==> config.mk <==
export PLATFORM = sky130hd
export DESIGN_NAME = sw_debounce_hex_flat
export DESIGN_NICKNAME = d
export VERILOG_FILES = /design/src/rtl/sw_debounce_hex_if.sv /design/src/rtl/sw_debounce_hex.sv /design/src/flat_wrapper.sv
export SDC_FILE = /design/constraint.sdc
export NUM_CORES = 1
export LEC_CHECK = 0
export ABC_AREA = 1
export CAP_MARGIN = 20
export CELL_PAD_IN_SITES_DETAIL_PLACEMENT = 1
export CELL_PAD_IN_SITES_GLOBAL_PLACEMENT = 1
export CORE_MARGIN = 3
export CORE_UTILIZATION = 43
export CTS_CLUSTER_DIAMETER = 50
export DETAILED_ROUTE_END_ITERATION = 8
export PLACE_DENSITY_LB_ADDON = 0.15
export SYNTH_ARGS = -nofsm -noshare
export SYNTH_HDL_FRONTEND = slang
export SYNTH_SLANG_ARGS = --single-unit
==> constraint.sdc <==
create_clock -name MAX10_CLK1_50 -period 1.6 [get_ports MAX10_CLK1_50]
set_clock_uncertainty 0.2 [all_clocks]
set_input_delay 0.16 -clock MAX10_CLK1_50 [delete_from_list [all_inputs] [get_ports MAX10_CLK1_50]]
set_output_delay 0.16 -clock MAX10_CLK1_50 [all_outputs]
set_load 0.01 [all_outputs]
==> src/rtl/sw_debounce_hex_if.sv <==
// Switch-conditioning bus between the raw DE10-Lite switches and the HEX0 display stage.
// Carries the raw switches in and the debounced levels, change strobe and segment drive out.
interface sw_debounce_hex_if #(
  parameter int unsigned N_SW = 10
);
  logic [N_SW-1:0] SW;
  logic [N_SW-1:0] SW_DB;
  logic            CHG;
  logic [7:0]      HEX0;

  modport master (
    output SW,
    input  SW_DB,
    input  CHG,
    input  HEX0
  );

  modport slave (
    input  SW,
    output SW_DB,
    output CHG,
    output HEX0
  );
endinterface

==> src/rtl/sw_debounce_hex.sv <==
// Per-bit two-flop synchroniser and debouncer for the slide switches, with a change strobe
// and HEX0 drive. Define SW_DEBOUNCE_HEX_DECODE_EN to show SW_DB[3:0] as an active-low hex glyph.
module sw_debounce_hex #(
  parameter int unsigned N_SW            = 10,
  parameter int unsigned DEBOUNCE_CYCLES = 500000,
  parameter int unsigned CNT_W           = 19
) (
  input  logic              MAX10_CLK1_50,
  input  logic              RESET_N,
  sw_debounce_hex_if.slave  io
);

  localparam logic [CNT_W-1:0] CntLast = CNT_W'(DEBOUNCE_CYCLES - 1);
  localparam int unsigned      RawW    = (N_SW < 8) ? N_SW : 8;
  localparam int unsigned      NibW    = (N_SW < 4) ? N_SW : 4;

  logic [N_SW-1:0]  sync1_q, sync1_d;
  logic [N_SW-1:0]  sync2_q, sync2_d;
  logic [N_SW-1:0]  db_q, db_d;
  logic [CNT_W-1:0] cnt_q [N_SW];
  logic [CNT_W-1:0] cnt_d [N_SW];
  logic             chg_q, chg_d;
  logic [7:0]       hex;

  // Counter only runs while the synchronised level disagrees with the accepted one, so any
  // return to the old level (bounce) zeroes it and timing restarts from the last transition.
  always_comb begin
    sync1_d = io.SW;
    sync2_d = sync1_q;
    db_d    = db_q;
    for (int i = 0; i < N_SW; i++) begin
      cnt_d[i] = '0;
      if (sync2_q[i] != db_q[i]) begin
        if (cnt_q[i] == CntLast) begin
          db_d[i] = sync2_q[i];
        end else begin
          cnt_d[i] = cnt_q[i] + CNT_W'(1);
        end
      end
    end
    chg_d = |(db_d ^ db_q);
  end

  always_ff @(posedge MAX10_CLK1_50 or negedge RESET_N) begin
    if (!RESET_N) begin
      sync1_q <= '0;
      sync2_q <= '0;
      db_q    <= '0;
      chg_q   <= 1'b0;
      for (int i = 0; i < N_SW; i++) begin
        cnt_q[i] <= '0;
      end
    end else begin
      sync1_q <= sync1_d;
      sync2_q <= sync2_d;
      db_q    <= db_d;
      chg_q   <= chg_d;
      for (int i = 0; i < N_SW; i++) begin
        cnt_q[i] <= cnt_d[i];
      end
    end
  end

`ifdef SW_DEBOUNCE_HEX_DECODE_EN
  logic [3:0] nib;

  // Active-low segments, bit0=a .. bit6=g; bit7 (DP) held off.
  always_comb begin
    nib = 4'(db_q[NibW-1:0]);
    hex = 8'hFF;
    unique case (nib)
      4'h0: hex = 8'hC0;
      4'h1: hex = 8'hF9;
      4'h2: hex = 8'hA4;
      4'h3: hex = 8'hB0;
      4'h4: hex = 8'h99;
      4'h5: hex = 8'h92;
      4'h6: hex = 8'h82;
      4'h7: hex = 8'hF8;
      4'h8: hex = 8'h80;
      4'h9: hex = 8'h90;
      4'hA: hex = 8'h88;
      4'hB: hex = 8'h83;
      4'hC: hex = 8'hC6;
      4'hD: hex = 8'hA1;
      4'hE: hex = 8'h86;
      4'hF: hex = 8'h8E;
    endcase
  end
`else
  always_comb begin
    hex = 8'(db_q[RawW-1:0]);
  end
`endif

  assign io.SW_DB = db_q;
  assign io.CHG   = chg_q;
  assign io.HEX0  = hex;

endmodule
==> src/flat_wrapper.sv <==
// flat-port wrapper written by rule: the top's interface ports become plain ports
module sw_debounce_hex_flat 
#(
  parameter int unsigned N_SW            = 10,
  parameter int unsigned DEBOUNCE_CYCLES = 500000,
  parameter int unsigned CNT_W           = 19
)
  (MAX10_CLK1_50, RESET_N, io_SW, io_SW_DB, io_CHG, io_HEX0);
  sw_debounce_hex_if #(.N_SW(N_SW)) io_i ();
  input  logic MAX10_CLK1_50;
  input  logic RESET_N;
  input wire logic [$bits(io_i.SW)-1:0] io_SW;
  output wire logic [$bits(io_i.SW_DB)-1:0] io_SW_DB;
  output wire logic [$bits(io_i.CHG)-1:0] io_CHG;
  output wire logic [$bits(io_i.HEX0)-1:0] io_HEX0;
  assign io_i.SW = io_SW;
  assign io_SW_DB = io_i.SW_DB;
  assign io_CHG = io_i.CHG;
  assign io_HEX0 = io_i.HEX0;
  sw_debounce_hex #(.N_SW(N_SW), .DEBOUNCE_CYCLES(DEBOUNCE_CYCLES), .CNT_W(CNT_W)) u_core (.MAX10_CLK1_50(MAX10_CLK1_50), .RESET_N(RESET_N), .io(io_i));
endmodule
# Word-level counts from Yosys, hierarchy flattened
# Cells that the tools add are included.
# word_totals
elab_cells,86
register_bits,221
input_bits,12
output_inout_bits,19
# op_classes
addsub,10
bitwise_logic,1
reduce_logical,1
eq_ne,20
mux,40
# op_table
cell,count
19-bit 2-to-1 mux,20
"19-bit by 1-bit adder with 19-bit output, second input constant",10
"19-bit == test, second input constant",10
1-bit 2-to-1 mux,20
1-bit != test,10
10-bit OR reduction,1
10-bit bitwise XOR,1

# Longest topological paths before layout
# logic_depth
word_depth,5
depth_mapped,10
depth_no_buf,10

# Least setup slack after synthesis
# No wires, ideal clock.
# synth_path
path_type,register to register
from,register u_core.cnt_q[19] in the netlist's numbering
to,register u_core.cnt_q[32] in the netlist's numbering
stages_incl_launch_ff,8
period_less_slack_ps,1625
setup_time_ps,122
arrival_time_ps,1302
slack_ps,-25
required_time_ps,1278
n_path_buf,1
path_cell_list,dfrtp_1 -> ha_1 -> nand2_1 -> nor2_1 -> nand3_1 -> nand2_1 -> buf_4 -> nor3_1
# synth_lines
item,line_no,source
start: declaration,sw_debounce_hex.sv:20,logic [CNT_W-1:0] cnt_q [N_SW];
start signal: indexed assignment,sw_debounce_hex.sv:59,cnt_q[i] <= cnt_d[i];

==> results.ini <==
[status]
status=finished with violations
violations=negative setup slack

[place]
io_buffers=30
post-place-ws_ns=-0.182
dp_hpwl_um=19600
gp_congestion=0.806
placed_cell_area_um2=13000

[power]
p_leak_nw=7.64
peakVddDrop_mv=1.04
powerDensity_nw_per_um2=819

[clocking]
cts_root_buffer=clkbuf_16
cts_buffer_depth=3
cts_buffers=30
cts_tree=built
clk_pin_slew_ns=0.07
numClockSinks=221
htree_levels=1
insertion_delay_ns=0.57

[synth]
synth_cells=1360
ys_seq_elements=221
yosys_warnings=0
synth_seq_area_share_pct=48.6
syn_nets=1382
synthDistinctLibCells=34
syn_area_per_cell_um2=8.36
netlist_area_um2=11400

[layout]
final_common_cell=dfrtp_1
design_area_um2=16700
fin_nets=1668
fillers=2836
areaGrowthSynthToFinish_pct=47.2
drive_gt1_share_pct=41.2
final_cell_mix=209 x dfrtp_1, 208 x nor2_1, 164 x buf_4
final_core_util_pct=65.4
diodes=0

[sta]
final_hold_viol_count=0
min_period_ns=1.85
setup_violations=153
setup_tns_ns=-14.86
rsz0062_at_grt=true
finalCritPeriodShare_pct=115
maxSlewViolCount=0
maxSlewHeadroom_pct=68.1
fin_ws_ns=-0.247
tightestPinTransition_ns=0.477
fmax_mhz=541

[routing]
dr.pass1.iters=6
drt_wl_total_um=42400
drtIter0Drc=633
drc=0
num_vias=10900
wire_per_inst_um=21.2
postRouteAntennaNets=0
routed_via_density=5.44

[die]
rows=58
die_height_um=169
dieArea_um2=28400
core-area_um2=25600
start_util_pct=44.4
io_pins=31
die_x_um=169

[global_route]
grt_util_all_layers_pct=22.4
grt_pass1_vias=11200
grt_max_degree=65
grt_overflow=0
grt_pass1_wl_um=53700
antenna_found_initial=0

[setup_path]
path_max_fanout=4
setup.worst_path.class=flop to flop
crit_path_start_kind=flop
cp-end-kind=flop
cp.required_ns=1.89
arrival_ns=2.14

[worst_hold_path]
hp-class=input port to async pin

[flow_run]
max_cap_violations=0

[worst paths after layout]
path / slack [ns] / startpoint / end / depth (start not counted)
max reg2reg: -0.25 / u_core.cnt_q[114] / u_core.cnt_q[132] / 9
max in group asynchronous: 0.38 / RESET_N / u_core.cnt_q[94] / 3
max: -0.25 / u_core.cnt_q[114] / u_core.cnt_q[132] / 9
min in group MAX10_CLK1_50: 0.15 / u_core.sync1_q[2] / u_core.sync2_q[2] / 0
min reg2reg: 0.15 / u_core.sync1_q[2] / u_core.sync2_q[2] / 0
min: 0.004 / RESET_N / u_core.cnt_q[103] / 3
[final cells by class]
| cell class | instances | area [µm²] | share of cell area, % |
|---|---|---|---|
| clock buffers | 38 | 831 | 4.96 |
| flip-flops and latches | 221 | 5550 | 33.1 |
| clock inverters | 17 | 226 | 1.35 |
| well taps | 330 | 413 | 2.47 |
| repair buffers | 265 | 2380 | 14.2 |
| inverters | 175 | 702 | 4.19 |
| multi-input cells | 953 | 6650 | 39.7 |
[where the power goes]
part	total, W	switching (W)	internal [W]
Clock	0.00715	0.00280	0.00434
Combinational	0.000795	0.000450	0.000345
Sequential	0.00578	0.000106	0.00568
[through the flow]
stage               power, W  hold WS [ns]  instances
global route          0.0141        0.0190       1999
finish                0.0137       0.00381       1999
floorplan            0.00602        -0.336       1360
CTS                   0.0135       0.00477       1962
detailed placement   0.00636        -0.211       1831
global placement     0.00634        -0.212       1831
[worst max-delay path, cell delays in order, from the launching register on]
cell and delay [ns]:
dfrtp_1 0.41, ha_4 0.20, nand3_4 0.12, nor3_4 0.24, nand2_4 0.12, nor2_4 0.16, nand2_2 0.08, nand2_1 0.08
nand2_1 0.07, nor2_1 0.09
[cells in the mapped netlist (all sizes together)]
master	count	area, µm²
inv	173	649
dfrtp	221	5530
nor3	84	603
nand2	230	953
nand3	90	520
nand4	28	175
a21oi	42	210
xnor2	17	149
xor2	80	701
a211oi	1	7.51
a31oi	6	37.5
and3	6	37.5
nand3b	1	20.0
or2	1	6.26
a31o	1	8.76
buf	13	92.6
nor3b	10	90.1
o21ai	20	104
nor2	324	1350
ha	10	125
clkinv	2	8.75
[timing repair]
item                       CTS  global route
setup endpoints to repair  158           189
gates resized for setup    220           320
hold endpoints to repair   231             0
pin swaps                   67           111
hold buffers                12             0
cloned                       2             2
setup buffers               62            38
[layer usage]
layer / track usage (%) / share of wire [%] / vias up
met5: 0 / 0 / -
met2: 42.0 / 53 / 310
met4: 5.30 / 4.0 / 0
li1: - / - / 4866
met3: 2.59 / 3.6 / 141
met1: 27.6 / 39 / 5564
[cell families (layout without fill, tap and decap cells)]
kind of cell,count (synthesis),in the layout,share of synthesized area (%)
adder cells (fa/ha/maj),10,10,1.10
AND/OR/NAND/NOR,774,776,33.0
flip-flops,221,221,48.6
AO/OA/AOI/OAI,70,70,3.23
buffers and inverters,188,495,6.60
XOR/XNOR,97,97,7.47
[state kept, by name (all words and copies together), names as in the netlist]
name and cells:
u_core.cnt_q 190, u_core.sync2_q 10, u_core.io.SW_DB 10, u_core.sync1_q 10, u_core.io.CHG 1
No activity file was read; power rests on OpenSTA's default activity.
